## src/rtl/serial_uart_endpoint_if.sv

```systemverilog
// Byte-serial CPU port bundle between the datapath and the UART endpoint.
//   cpu_data_in      : byte written by the CPU
//   cpu_wren_in      : CPU write strobe (push into TX FIFO when ready)
//   cpu_rden_in      : CPU read strobe (pop RX FIFO head when valid)
//   serial_data_out  : RX FIFO head byte, 8'h00 when empty
//   serial_valid_out : RX FIFO non-empty
//   serial_ready_out : TX FIFO not full
// master = CPU/datapath side, slave = endpoint side.
interface serial_uart_endpoint_if;
    logic [7:0] cpu_data_in;
    logic       cpu_wren_in;
    logic       cpu_rden_in;
    logic [7:0] serial_data_out;
    logic       serial_valid_out;
    logic       serial_ready_out;

    modport master (
        output cpu_data_in, cpu_wren_in, cpu_rden_in,
        input  serial_data_out, serial_valid_out, serial_ready_out
    );

    modport slave (
        input  cpu_data_in, cpu_wren_in, cpu_rden_in,
        output serial_data_out, serial_valid_out, serial_ready_out
    );
endinterface

```

## src/rtl/serial_uart_endpoint.sv

```systemverilog
// UART endpoint for the processor's byte-serial port. CPU writes go through a
// TX FIFO and leave as 8N1 frames on uart_tx_out; 8N1 frames arriving on
// uart_rx_in are collected into an RX FIFO that the CPU pops.
// Ports:
//   clock, reset       : system clock, synchronous active-high reset
//   cpu                : CPU handshake bundle (slave modport)
//   uart_rx_in         : asynchronous receive line, idle high
//   uart_tx_out        : transmit line, idle high
//   rx_overflow_out    : sticky, a received byte was dropped (RX FIFO full)
//   rx_frame_err_out   : one-cycle pulse, stop bit sampled low, byte discarded
//
// Both FSMs share one state encoding:
//   state   | meaning
//   S_IDLE  | line idle; TX: pop FIFO head when present, RX: wait for low line
//   S_START | start bit; TX: drive 0, RX: half-bit wait then confirm low
//   S_DATA  | 8 data bits LSB first, one bit per CLKS_PER_BIT cycles
//   S_STOP  | stop bit; TX: drive 1, RX: sample, push or flag a frame error
module serial_uart_endpoint #(
    parameter int CLKS_PER_BIT = 434,
    parameter int FIFO_AW      = 3
) (
    input  logic                   clock,
    input  logic                   reset,
    serial_uart_endpoint_if.slave  cpu,
    input  logic                   uart_rx_in,
    output logic                   uart_tx_out,
    output logic                   rx_overflow_out,
    output logic                   rx_frame_err_out
);
    localparam int DEPTH = 1 << FIFO_AW;
    localparam int CNT_W = $clog2(CLKS_PER_BIT);
    localparam logic [CNT_W-1:0]   BIT_LAST  = CNT_W'(CLKS_PER_BIT - 1);
    localparam logic [CNT_W-1:0]   HALF_LAST = CNT_W'(CLKS_PER_BIT / 2 - 1);
    localparam logic [FIFO_AW:0]   FULL_CNT  = (FIFO_AW + 1)'(DEPTH);

    typedef enum logic [1:0] {S_IDLE, S_START, S_DATA, S_STOP} uart_state_e;

    // ---------------- TX side ----------------
    logic [7:0]         tx_mem_q [DEPTH];
    logic [FIFO_AW-1:0] tx_wr_ptr_q, tx_wr_ptr_d, tx_rd_ptr_q, tx_rd_ptr_d;
    logic [FIFO_AW:0]   tx_cnt_q, tx_cnt_d;
    uart_state_e        tx_state_q, tx_state_d;
    logic [CNT_W-1:0]   tx_baud_q, tx_baud_d;
    logic [2:0]         tx_idx_q, tx_idx_d;
    logic [7:0]         tx_shift_q, tx_shift_d;
    logic               tx_push, tx_pop;

    // Acceptance looks only at the registered count, so a same-cycle pop
    // never lets a write into a full FIFO.
    assign tx_push              = cpu.cpu_wren_in && (tx_cnt_q != FULL_CNT);
    assign cpu.serial_ready_out = (tx_cnt_q != FULL_CNT);

    always_comb begin
        tx_state_d = tx_state_q;
        tx_baud_d  = tx_baud_q;
        tx_idx_d   = tx_idx_q;
        tx_shift_d = tx_shift_q;
        tx_pop     = 1'b0;
        case (tx_state_q)
            S_IDLE: begin
                if (tx_cnt_q != '0) begin
                    tx_pop     = 1'b1;
                    tx_shift_d = tx_mem_q[tx_rd_ptr_q];
                    tx_baud_d  = '0;
                    tx_state_d = S_START;
                end
            end
            S_START: begin
                if (tx_baud_q == BIT_LAST) begin
                    tx_baud_d  = '0;
                    tx_idx_d   = '0;
                    tx_state_d = S_DATA;
                end else begin
                    tx_baud_d = tx_baud_q + 1'b1;
                end
            end
            S_DATA: begin
                if (tx_baud_q == BIT_LAST) begin
                    tx_baud_d  = '0;
                    tx_shift_d = {1'b0, tx_shift_q[7:1]};
                    tx_idx_d   = tx_idx_q + 3'd1;
                    if (tx_idx_q == 3'd7) tx_state_d = S_STOP;
                end else begin
                    tx_baud_d = tx_baud_q + 1'b1;
                end
            end
            default: begin
                if (tx_baud_q == BIT_LAST) begin
                    tx_baud_d  = '0;
                    tx_state_d = S_IDLE;
                end else begin
                    tx_baud_d = tx_baud_q + 1'b1;
                end
            end
        endcase
    end

    always_comb begin
        tx_wr_ptr_d = tx_wr_ptr_q;
        tx_rd_ptr_d = tx_rd_ptr_q;
        tx_cnt_d    = tx_cnt_q;
        if (tx_push) tx_wr_ptr_d = tx_wr_ptr_q + 1'b1;
        if (tx_pop)  tx_rd_ptr_d = tx_rd_ptr_q + 1'b1;
        case ({tx_push, tx_pop})
            2'b10:   tx_cnt_d = tx_cnt_q + 1'b1;
            2'b01:   tx_cnt_d = tx_cnt_q - 1'b1;
            default: tx_cnt_d = tx_cnt_q;
        endcase
    end

    assign uart_tx_out = (tx_state_q == S_START) ? 1'b0 :
                         (tx_state_q == S_DATA)  ? tx_shift_q[0] : 1'b1;

    // ---------------- RX side ----------------
    logic               rx_meta_q, rx_sync_q;
    logic [7:0]         rx_mem_q [DEPTH];
    logic [FIFO_AW-1:0] rx_wr_ptr_q, rx_wr_ptr_d, rx_rd_ptr_q, rx_rd_ptr_d;
    logic [FIFO_AW:0]   rx_cnt_q, rx_cnt_d;
    uart_state_e        rx_state_q, rx_state_d;
    logic [CNT_W-1:0]   rx_baud_q, rx_baud_d;
    logic [2:0]         rx_idx_q, rx_idx_d;
    logic [7:0]         rx_shift_q, rx_shift_d;
    logic               rx_ovf_q, rx_ovf_d, rx_err_q, rx_err_d;
    logic               rx_push, rx_pop, rx_accept;

    always_comb begin
        rx_state_d = rx_state_q;
        rx_baud_d  = rx_baud_q;
        rx_idx_d   = rx_idx_q;
        rx_shift_d = rx_shift_q;
        rx_push    = 1'b0;
        rx_err_d   = 1'b0;
        case (rx_state_q)
            S_IDLE: begin
                if (!rx_sync_q) begin
                    rx_baud_d  = '0;
                    rx_state_d = S_START;
                end
            end
            S_START: begin
                // Resample mid start bit; a high line here was a glitch.
                if (rx_baud_q == HALF_LAST) begin
                    rx_baud_d  = '0;
                    rx_idx_d   = '0;
                    rx_state_d = rx_sync_q ? S_IDLE : S_DATA;
                end else begin
                    rx_baud_d = rx_baud_q + 1'b1;
                end
            end
            S_DATA: begin
                if (rx_baud_q == BIT_LAST) begin
                    rx_baud_d  = '0;
                    rx_shift_d = {rx_sync_q, rx_shift_q[7:1]};
                    rx_idx_d   = rx_idx_q + 3'd1;
                    if (rx_idx_q == 3'd7) rx_state_d = S_STOP;
                end else begin
                    rx_baud_d = rx_baud_q + 1'b1;
                end
            end
            default: begin
                if (rx_baud_q == BIT_LAST) begin
                    rx_baud_d  = '0;
                    rx_state_d = S_IDLE;
                    rx_push    = rx_sync_q;
                    rx_err_d   = !rx_sync_q;
                end else begin
                    rx_baud_d = rx_baud_q + 1'b1;
                end
            end
        endcase
    end

    assign rx_pop    = cpu.cpu_rden_in && (rx_cnt_q != '0);
    // A full FIFO still takes the byte when the CPU frees a slot this cycle.
    assign rx_accept = rx_push && ((rx_cnt_q != FULL_CNT) || rx_pop);

    always_comb begin
        rx_wr_ptr_d = rx_wr_ptr_q;
        rx_rd_ptr_d = rx_rd_ptr_q;
        rx_cnt_d    = rx_cnt_q;
        rx_ovf_d    = rx_ovf_q | (rx_push && !rx_accept);
        if (rx_accept) rx_wr_ptr_d = rx_wr_ptr_q + 1'b1;
        if (rx_pop)    rx_rd_ptr_d = rx_rd_ptr_q + 1'b1;
        case ({rx_accept, rx_pop})
            2'b10:   rx_cnt_d = rx_cnt_q + 1'b1;
            2'b01:   rx_cnt_d = rx_cnt_q - 1'b1;
            default: rx_cnt_d = rx_cnt_q;
        endcase
    end

    assign cpu.serial_valid_out = (rx_cnt_q != '0);
    assign cpu.serial_data_out  = (rx_cnt_q != '0) ? rx_mem_q[rx_rd_ptr_q] : 8'h00;
    assign rx_overflow_out      = rx_ovf_q;
    assign rx_frame_err_out     = rx_err_q;

    // ---------------- registers ----------------
    always_ff @(posedge clock) begin
        if (tx_push)   tx_mem_q[tx_wr_ptr_q] <= cpu.cpu_data_in;
        if (rx_accept) rx_mem_q[rx_wr_ptr_q] <= rx_shift_q;
    end

    always_ff @(posedge clock) begin
        if (reset) begin
            tx_wr_ptr_q <= '0;
            tx_rd_ptr_q <= '0;
            tx_cnt_q    <= '0;
            tx_state_q  <= S_IDLE;
            tx_baud_q   <= '0;
            tx_idx_q    <= '0;
            tx_shift_q  <= '0;
            rx_meta_q   <= 1'b1;
            rx_sync_q   <= 1'b1;
            rx_wr_ptr_q <= '0;
            rx_rd_ptr_q <= '0;
            rx_cnt_q    <= '0;
            rx_state_q  <= S_IDLE;
            rx_baud_q   <= '0;
            rx_idx_q    <= '0;
            rx_shift_q  <= '0;
            rx_ovf_q    <= 1'b0;
            rx_err_q    <= 1'b0;
        end else begin
            tx_wr_ptr_q <= tx_wr_ptr_d;
            tx_rd_ptr_q <= tx_rd_ptr_d;
            tx_cnt_q    <= tx_cnt_d;
            tx_state_q  <= tx_state_d;
            tx_baud_q   <= tx_baud_d;
            tx_idx_q    <= tx_idx_d;
            tx_shift_q  <= tx_shift_d;
            rx_meta_q   <= uart_rx_in;
            rx_sync_q   <= rx_meta_q;
            rx_wr_ptr_q <= rx_wr_ptr_d;
            rx_rd_ptr_q <= rx_rd_ptr_d;
            rx_cnt_q    <= rx_cnt_d;
            rx_state_q  <= rx_state_d;
            rx_baud_q   <= rx_baud_d;
            rx_idx_q    <= rx_idx_d;
            rx_shift_q  <= rx_shift_d;
            rx_ovf_q    <= rx_ovf_d;
            rx_err_q    <= rx_err_d;
        end
    end
endmodule

```

## src/flat_wrapper.sv

```systemverilog
// flat-port wrapper written by rule: the top's interface ports become plain ports
module serial_uart_endpoint_flat 
#(
    parameter int CLKS_PER_BIT = 434,
    parameter int FIFO_AW      = 3
)
  (clock, reset, uart_rx_in, uart_tx_out, rx_overflow_out, rx_frame_err_out, cpu_cpu_data_in, cpu_cpu_wren_in, cpu_cpu_rden_in, cpu_serial_data_out, cpu_serial_valid_out, cpu_serial_ready_out);
  serial_uart_endpoint_if cpu_i ();
  input  logic clock;
  input  logic reset;
  input  logic uart_rx_in;
  output logic uart_tx_out;
  output logic rx_overflow_out;
  output logic rx_frame_err_out;
  input wire logic [$bits(cpu_i.cpu_data_in)-1:0] cpu_cpu_data_in;
  input wire logic [$bits(cpu_i.cpu_wren_in)-1:0] cpu_cpu_wren_in;
  input wire logic [$bits(cpu_i.cpu_rden_in)-1:0] cpu_cpu_rden_in;
  output wire logic [$bits(cpu_i.serial_data_out)-1:0] cpu_serial_data_out;
  output wire logic [$bits(cpu_i.serial_valid_out)-1:0] cpu_serial_valid_out;
  output wire logic [$bits(cpu_i.serial_ready_out)-1:0] cpu_serial_ready_out;
  assign cpu_i.cpu_data_in = cpu_cpu_data_in;
  assign cpu_i.cpu_wren_in = cpu_cpu_wren_in;
  assign cpu_i.cpu_rden_in = cpu_cpu_rden_in;
  assign cpu_serial_data_out = cpu_i.serial_data_out;
  assign cpu_serial_valid_out = cpu_i.serial_valid_out;
  assign cpu_serial_ready_out = cpu_i.serial_ready_out;
  serial_uart_endpoint #(.CLKS_PER_BIT(CLKS_PER_BIT), .FIFO_AW(FIFO_AW)) u_core (.clock(clock), .reset(reset), .cpu(cpu_i), .uart_rx_in(uart_rx_in), .uart_tx_out(uart_tx_out), .rx_overflow_out(rx_overflow_out), .rx_frame_err_out(rx_frame_err_out));
endmodule
```

## config.mk

```make
export PLATFORM = sky130hd
export DESIGN_NAME = serial_uart_endpoint_flat
export DESIGN_NICKNAME = d
export VERILOG_FILES = /design/src/rtl/serial_uart_endpoint_if.sv /design/src/rtl/serial_uart_endpoint.sv /design/src/flat_wrapper.sv
export SDC_FILE = /design/constraint.sdc
export NUM_CORES = 1
export LEC_CHECK = 0
export CAP_MARGIN = 10
export CELL_PAD_IN_SITES_DETAIL_PLACEMENT = 0
export CELL_PAD_IN_SITES_GLOBAL_PLACEMENT = 1
export CORE_MARGIN = 3
export CORE_UTILIZATION = 44
export CTS_BUF_LIST = sky130_fd_sc_hd__clkbuf_2
export CTS_CLUSTER_DIAMETER = 80
export CTS_CLUSTER_SIZE = 16
export DETAILED_ROUTE_END_ITERATION = 8
export PLACE_DENSITY = 0.71
export SLEW_MARGIN = 20
export SYNTH_ARGS = -nofsm -noshare
export SYNTH_HDL_FRONTEND = slang
export SYNTH_SLANG_ARGS = --single-unit
```

## constraint.sdc

```tcl
create_clock -name clock -period 3.2 [get_ports clock]
set_clock_uncertainty 0.1 [all_clocks]
set_input_delay 0.64 -clock clock [delete_from_list [all_inputs] [get_ports clock]]
set_output_delay 0.64 -clock clock [all_outputs]
set_load 0.005 [all_outputs]
```

* Yosys cells after proc, flatten, opt, wreduce, memory -nomap -nowiden
Memory sizes are Yosys's and may differ from the RTL's. A register that Yosys moved wholly into a read port is not among the register bits.
Index checks and enable logic that the tools add are counted.
W data, S select, Z words.
** Operators by class
- $add $sub $neg :: 12
- Equal/unequal tests :: 23
- Mux-type cells :: 46
- Bitwise logic cells :: 2
- Reduce and logical (&&, ||, !) cells :: 26
** Operators with widths (count)
- $mux W9 :: 6
- $mux W3 :: 8
- $mux W8 :: 3
- $mux W2 :: 11
- $add A3 B1 Y3 const B :: 6
- $add A9 B1 Y9 const B :: 2
- $eq A9 B9 Y1 const B :: 2
- $pmux W9 S2 :: 1
- $pmux W4 S2 :: 2
- $pmux W8 S2 :: 1
- $ne A2 B1 Y1 const B :: 7
- $pmux W2 S3 :: 2
- $pmux W3 S2 :: 2
- $reduce_bool A2 Y1 :: 6
- $mux W1 :: 10
- $reduce_and A5 Y1 :: 2
- $eq A9 B8 Y1 const B :: 1
- $reduce_and A3 Y1 :: 3
- $add A4 B1 Y4 const B :: 2
- $eq A2 B1 Y1 const B :: 4
- $eq A2 B2 Y1 const B :: 4
- $ne A4 B4 Y1 const B :: 2
- $reduce_bool A4 Y1 :: 2
- $sub A4 B1 Y4 const B :: 2
- other kinds (12) :: 18
** Word-level totals
- Register bits after elaboration :: 68
- Bits in writable memories :: 128
- Input bits :: 13
- Output and inout port bits :: 13
- Word-level logic and storage cells :: 129
- Memories kept :: 2
** Memory list
- u_core.rx_mem_q :: depth 8, bits a word 8, rd ports 1, clocked after Yosys merged registers in 1, write ports 1, line serial_uart_endpoint.sv:116 : logic [7:0] rx_mem_q [DEPTH];
- u_core.tx_mem_q :: depth 8, bits a word 8, rd ports 1, clocked after Yosys merged registers in 1, write ports 1, line serial_uart_endpoint.sv:39 : logic [7:0] tx_mem_q [DEPTH];

* Longest topological paths before layout
Gate-level depths: netlist of the first run.
- Word-level depth :: 7
- Gate-level depth with buffers :: 12
- Gate-level depth less buffers :: 12

* Least setup slack after synthesis of the first run
OpenSTA, ideal clock, no wires.
- Kind :: flip-flop to flip-flop
- Start point :: register u_core.rx_cnt_q[1]
- End point :: register u_core.rx_cnt_q[2]
- Setup time :: 71 ps
- Arrival :: 2628 ps
- Required time :: 3029 ps
- Setup slack :: 401 ps
- Cell stages (with the launch flop) :: 13
- Path buffers :: 2
- Clock period less this slack :: 2799 ps
- Path through :: dfxtp_1 clkbuf_1 nor4_2 inv_1 and2_1 clkbuf_1 ha_1 xor2_1 ha_1 a21oi_1 xor2_1 or3_1 a21oi_1
** Between the ends
- Word-level cells in the longest chain between the ends :: 6
- Elaborated cells on any way between the ends :: 11
** Ends and longest elaborated chain
- from (decl) :: line serial_uart_endpoint.sv:118 : logic [FIFO_AW:0] rx_cnt_q, rx_cnt_d;
- from (signal assigned) :: line serial_uart_endpoint.sv:234 : rx_cnt_q <= rx_cnt_d;
- $reduce_bool A4 Y1 *
- net cpu_serial_valid_out :: line flat_wrapper.sv:19 : output wire logic [$bits(cpu_i.serial_valid_out)-1:0] cpu_serial_valid_out;
- $logic_and A1 B1 Y1 * :: line serial_uart_endpoint.sv:173 : assign rx_pop = cpu.cpu_rden_in && (rx_cnt_q != '0);
- net u_core.rx_pop :: line serial_uart_endpoint.sv:124 : logic rx_push, rx_pop, rx_accept;
- $logic_or A1 B1 Y1 :: line serial_uart_endpoint.sv:175 : assign rx_accept = rx_push && ((rx_cnt_q != FULL_CNT) || rx_pop);
- $logic_and A1 B1 Y1 :: line serial_uart_endpoint.sv:175
- $eq A2 B1 Y1 / $eq A2 B2 Y1 (equally long branches) :: line serial_uart_endpoint.sv:184 : case ({rx_accept, rx_pop})
- $pmux W4 S2 / $reduce_bool A2 Y1 (equally long branches)
The timed path passes the listed nets; every way through them passes the cells marked *.
A chain may end at the register's enable or synchronous reset.

==> flow_metrics.py, run 1 <==
metrics = {
    "clock_network": {
        "cts_hold_buf": 0,
        "h-tree-depth": 1,
        "clockRootBuffer": "clkbuf_2",
        "tritoncts": "yes",
        "cts_inserted_buffers": 16,
        "clk_latency_ns": 0.73,
        "cts_num_sinks": 202,
        "cts_buffer_depth": 3,
        "path_clk_slew_ns": 0.28,
    },
    "synthesis": {
        "ys_warn_count": 0,
        "syn-num-nets": 668,
        "ys_types": 56,
        "synth_most_common_cell": "edfxtp_1",
        "syn-mean-instance-area_um2": 13.46,
        "netlist_area_um2": 8453,
        "synth_top_area_share_pct": 45.47,
        "ys_seq_area_share_pct": 63.00,
        "synthTopCellsByArea": "edfxtp_1 45%, dfxtp_1 18%, mux4_2 8.5%, ha_1 3.8%, nor2_1 2.8%",
        "synth_area_leader_cell": "edfxtp_1",
        "postSynthCellCount": 628,
        "yosys-top-cells-count": "128 x edfxtp_1, 74 x dfxtp_1, 63 x nor2_1, 49 x nand2_1, 35 x a21oi_1",
        "ys.flop_type": "edfxtp_1",
        "synth-edff-count": 128,
        "ys_seq_elements": 202,
        "synth_async_sr_flop_share_pct": 0,
    },
    "global_routing": {
        "grt_max_degree": 38,
        "grt_use_total_pct": 14.97,
        "grtUsageMet2_pct": 25.58,
        "grt_pass1_wl_um": 25070,
        "grt_busiest_layer": "met2",
        "grt_pass1_vias": 4889,
        "use_met3_pct": 2.050,
        "grt_overflow": 0,
        "antenna_found_initial": 1,
        "grt_util_met1_pct": 20.50,
    },
    "finish": {
        "drive_gt1_share_pct": 14.71,
        "nets": 710,
        "final_cell_area_um2": 9234,
        "syn2layout_area_growth_pct": 9.236,
        "final_core_util_pct": 49.20,
    },
    "placed_design": {
        "dpl.hpwl_um": 10190,
        "dpl_cell_area_um2": 9050,
        "gp_congestion": 0.8475,
        "numPortBuffers": 25,
    },
    "floorplan": {
        "initial_utilization_pct": 45.04,
        "num_io_pins": 26,
        "dieArea_um2": 20910,
        "rows": 50,
        "die_y_um": 144.6,
        "die_w_um": 144.6,
        "core-area_um2": 18770,
    },
    "timing": {
        "finalCritPeriodShare_pct": 93.84,
        "finalMaxSlewViolations": 0,
        "rsz0062_at_grt": "no",
        "maxSlewHeadroom_pct": 46.66,
        "tns_ns": 0,
        "hold_violations": 0,
        "setup_viol": 0,
        "min_period_ns": 3.003,
        "tightestPinTransition_ns": 0.7990,
        "fmax_ghz": 0.3330,
    },
    "worst_setup_path": {
        "crit_fanout": 8,
        "slowest_stage": "mux4_2",
        "r2r_cells": 11,
        "worstPathCellList": "clkbuf_16 -> mux4_2 -> mux2i_1 -> nor2_1 -> dlygate4sd2_1",
        "cp.required_ns": 2.46,
        "crit_type": "reg -> out",
        "arrival_ns": 2.26,
        "reg2reg_slack_ns": 0.30,
        "reg2reg_to": "u_core.rx_cnt_q[2]",
        "crit_path_end_kind": "output port",
        "max_stage_delay_ns": 0.49,
        "critPathLaunchType": "flop",
        "r2r-start": "u_core.rx_baud_q[0]",
    },
    "power": {
        "clkPwrFrac_pct": 19.8,
        "peakVddDrop_v": 0.0002717,
        "p_int_mw": 3.541,
        "swShare_pct": 28.66,
        "p_leak_nw": 3.102,
        "power_density_nw_per_um2": 537.5,
        "power.net_switching_mw": 1.422,
        "comb_power_share_pct": 19.8,
        "seq_power_share_pct": 60.4,
    },
    "detailed_routing": {
        "wirelength_um": 15190,
        "drc_errors": 0,
        "wl_per_cell_um": 16.60,
        "vias_per_cell": 5.436,
        "initialDrtViolationCount": 355,
        "drtAntennaViolNets": 0,
        "vias": 4974,
        "drt_pass1_iterations": 4,
    },
    "job": {
        "maxCapViolations": 0,
    },
    "hold_path": {
        "hold_path.class": "in -> reg",
        "worstHoldPathCells": 3,
        "hold_path_end": "u_core.rx_cnt_q[3]",
        "min-delay-start": "reset",
    },
    "status": {
        "outcome": "finished, final reports clean",
    },
}
==> critical path, delay by kind of cell, from the launching register on <==
family / cells / cell delay (ns)
flip-flops: 1 / 0.45
multiplexers: 2 / 0.64
buffers and inverters: 2 / 0.43
AND/OR/NAND/NOR: 1 / 0.06
==> worst max path at each step <==
| stage | from | slack, ns | to |
|---|---|---|---|
| after floorplan | u_core.rx_cnt_q[1] | 0.40 | u_core.rx_cnt_q[2] |
| after detailed placement | cpu_cpu_wren_in | 0.23 | u_core.tx_cnt_q[3] |
| after global routing | u_core.tx_state_q[0] | 0.005 | uart_tx_out |
| after CTS | u_core.tx_state_q[0] | 0.03 | uart_tx_out |
| after global placement | cpu_cpu_wren_in | 0.31 | u_core.tx_cnt_q[3] |
| final | flop | 0.20 | cpu_serial_data_out[4] |
==> layer usage <==
layer  up-vias  share of wire (%)
met2        77                 49
met4         0                1.6
met5         -                  0
li1       2430                  -
met3        24                3.5
met1      2443                 45
==> per-stage QoR <==
step	setup slack (ns)	std cells	total power, mW	hold slack, ns
global placement	0.3060	885	4.019	0.3044
global route	0.004621	915	5.297	0.1304
floorplan	0.4011	628	3.778	0.2895
detailed placement	0.2275	885	4.047	0.3086
CTS	0.03462	913	5.048	0.1142
finish	0.1972	915	4.963	0.1986
==> power groups by stage <==
stage / clock network, mW / registers [mW] / logic (mW)
global route: 1.15 / 3.02 / 1.13
floorplan: 0 / 3.00 / 0.775
CTS: 1.05 / 3.00 / 1.00
detailed placement: 0 / 3.05 / 0.994
finish: 0.981 / 3.00 / 0.984
global placement: 0 / 3.05 / 0.973
==> cell type report <==
type / count / area [um^2]
Clock inverter: 1 / 8.758
Clock buffer: 27 / 135.1
Antenna cell: 1 / 2.502
Multi-Input combinational cell: 378 / 2930
Timing Repair Buffer: 50 / 452.9
Fill cell: 1632 / 9534
Sequential cell: 202 / 5329
Tap cell: 234 / 292.8
Inverter: 22 / 82.58
==> cells in the final DEF, fill, tap and decap left out, types with 5 or more instances in the layout <==
master	synthesis	layout
clkbuf_2	0	27
mux2i_1	21	21
nand2b_1	5	5
clkdlybuf4s50_1	0	16
nor2_1	63	63
nor3_1	14	14
xnor2_1	6	6
inv_1	22	22
a22o_1	7	7
dfxtp_1	74	73
or3_1	6	6
ha_1	26	25
nand3_1	20	20
mux4_2	32	32
a31oi_1	6	6
buf_4	0	23
dlygate4sd2_1	0	8
a21oi_1	35	34
xor2_1	11	11
nand2_1	49	49
o21ai_0	19	19
edfxtp_1	128	128
==> flip-flops by register name (all words and copies together) (netlist names), 4 cells and up, named ones only <==
register	cells
u_core.tx_baud_q	9
u_core.rx_mem_q	64
u_core.rx_cnt_q	4
u_core.rx_shift_q	8
u_core.tx_shift_q	8
u_core.tx_cnt_q	4
u_core.tx_mem_q	64
u_core.rx_baud_q	9
==> cell families (layout without fill, tap and decap cells) <==
family	Yosys count	count (layout)	share of synthesized area (%)
adders and majority gates	27	27	4.085
buffers and inverters	48	100	2.413
AOI/OAI and AO/OA	93	93	6.868
xor gates and xnor gates	17	17	1.761
DFF	202	202	63.00
muxes	53	53	11.01
and+or+nand+nor	188	188	10.86
other	0	1	0
==> repair_timing <==
action	CTS	global route
setup buffers	0	0
gates resized for setup	13	2
endpoints found under the setup margin	9	2
gates cloned	0	1
Note: power is estimated with default switching activity, not from simulation.
==> run 2: changes to the inputs <==
- CELL_PAD_IN_SITES_DETAIL_PLACEMENT: 0 -> 1
==> run 2 against run 1 <==
Design area is 0.60% higher. Power is 1.4% higher. Critical path depth is 2 lower. Sequential power hardly changed. Worst setup slack better by 0.0085 ns.
==> flow_metrics.py, run 2 (synthesized netlist as in run 1, its figures left out) <==
metrics = {
    "power": {
        "p_leak_nw": 3.113,
        "power_density_nw_per_um2": 541.8,
        "p_total_mw": 5.033,
        "peakVddDrop_v": 0.0002842,
    },
    "worst_setup_path": {
        "crit_fanout": 7,
        "max_stage_delay_ns": 0.48,
        "crit_path_end_kind": "output port",
        "cp.required_ns": 2.46,
        "critPathBufInv": 2,
        "slowest_stage": "clkdlybuf4s50_1",
        "critPathLaunchType": "flop",
        "crit_type": "reg -> out",
        "critical_path.top_delay_family": "buffers and inverters",
        "worstPathCellList": "nor4_2 -> inv_1 -> clkdlybuf4s50_1",
        "arrival_ns": 2.25,
    },
    "detailed_routing": {
        "drtAntennaViolNets": 0,
        "vias": 5024,
        "initialDrtViolationCount": 238,
        "vias_per_cell": 5.455,
        "wl_per_cell_um": 18.61,
        "wirelength_um": 17140,
        "drc_errors": 0,
        "drt_pass1_iterations": 4,
    },
    "floorplan": {
        "die_y_um": 144.6,
        "num_io_pins": 26,
        "die_w_um": 144.6,
        "dieArea_um2": 20910,
        "initial_utilization_pct": 45.04,
        "core-area_um2": 18770,
        "rows": 50,
    },
    "timing": {
        "tightestPinTransition_ns": 0.8558,
        "finalCritPeriodShare_pct": 93.57,
        "fin_ws_ns": 0.2057,
        "hold_violations": 0,
        "fmax_ghz": 0.3340,
        "rsz0062_at_grt": "no",
        "holdWs_ns": 0.1347,
        "min_period_ns": 2.994,
        "setup_viol": 0,
        "finalMaxSlewViolations": 0,
        "maxSlewHeadroom_pct": 42.87,
    },
    "global_routing": {
        "antenna_found_initial": 1,
        "grtUsageMet2_pct": 30.07,
        "grt_pass1_vias": 5367,
        "grt_max_degree": 38,
        "grt_busiest_layer": "met2",
        "grt_use_total_pct": 16.82,
        "grt_overflow": 0,
        "use_met3_pct": 2.414,
        "grt_util_met1_pct": 21.98,
        "grt_pass1_wl_um": 27900,
    },
    "finish": {
        "regArea_um2": 5330,
        "layout_common_cells": "128 x edfxtp_1, 72 x dfxtp_1, 63 x nor2_1",
        "multi_input_area_um2": 2940,
        "reg_top3": "u_core.rx_mem_q: 64 flops, u_core.tx_mem_q: 64 flops",
        "fin_cells": 921,
        "drive_gt1_share_pct": 16.18,
        "fill_cells": 1953,
        "final_common_cell": "edfxtp_1",
        "syn2layout_area_growth_pct": 9.888,
        "final_core_util_pct": 49.49,
        "nets": 716,
    },
    "clock_network": {
        "clockRootBuffer": "clkbuf_2",
        "cts_inserted_buffers": 16,
        "path_clk_slew_ns": 0.31,
        "h-tree-depth": 1,
        "clk_latency_ns": 0.76,
        "cts_num_sinks": 202,
        "cts_buffer_depth": 3,
        "tritoncts": "yes",
    },
    "hold_path": {
        "hold_path.class": "in -> reg",
    },
    "placed_design": {
        "place_inst": 885,
        "dpl_worst_slack_ns": 0.1966,
        "dpl.hpwl_um": 11850,
        "gp_congestion": 0.8475,
        "numPortBuffers": 25,
    },
    "job": {
        "maxCapViolations": 0,
    },
    "status": {
        "outcome": "finished, final reports clean",
    },
}
run 2: worst min-delay path, cell delays in order:
cell and delay [ns]:
buf_2 0.09, inv_1 0.13, o21a_1 0.14
run 2: layout make-up:
cell class                 count  area share, %
timing repair buffer          56          5.348
clock buffer                  27          1.455
antenna                        1        0.02694
tap                          234          3.152
inverter                      22         0.8890
clock inverter                 1        0.09429
sequential                   202          57.38
multi-input combinational    378          31.65
run 2: metal layers:
metal	part of all wire, %	vias to the layer above	wire [um]
met4	1.2	0	204
li1	-	2429	-
met3	3.0	16	511
met1	45	2533	7661
met5	0	-	0
met2	51	46	8765
run 2: where the power goes:
part | switching, mW | internal [mW] | total (mW)
Clock | 0.792 | 0.218 | 1.01
Sequential | 0.116 | 2.89 | 3.01
Combinational | 0.578 | 0.436 | 1.01
run 2: path summary, 6_finish.rpt:
kind,end,slack (ns),from,depth (start not counted)
worst min-delay path,u_core.rx_cnt_q[3],0.13,reset,3
worst max-delay path,cpu_serial_valid_out,0.21,u_core.rx_cnt_q[0],3
worst max register to register,u_core.rx_cnt_q[2],0.25,u_core.rx_baud_q[0],11
worst min register to register,u_core.rx_sync_q,0.36,u_core.rx_meta_q,1
run 2: repair_timing:
action	CTS	global route
setup buffers	4	2
hold buffers	0	0
resized for setup	17	14
endpoints found under the setup margin	9	8
gates cloned	1	0
run 2: stage by stage:
stage / area (um^2) / setup TNS (ns)
finish: 9289 / 0
global route: 9289 / 0
CTS: 9265 / -0.05978
detailed placement: 9050 / 0
global placement: 9050 / 0
floorplan: 8453 / 0
==> run 3: changes to the inputs <==
- SLEW_MARGIN: 20 -> default
==> results of run 3 <==
Final layout, timing and power as in run 2 (identical DEF).
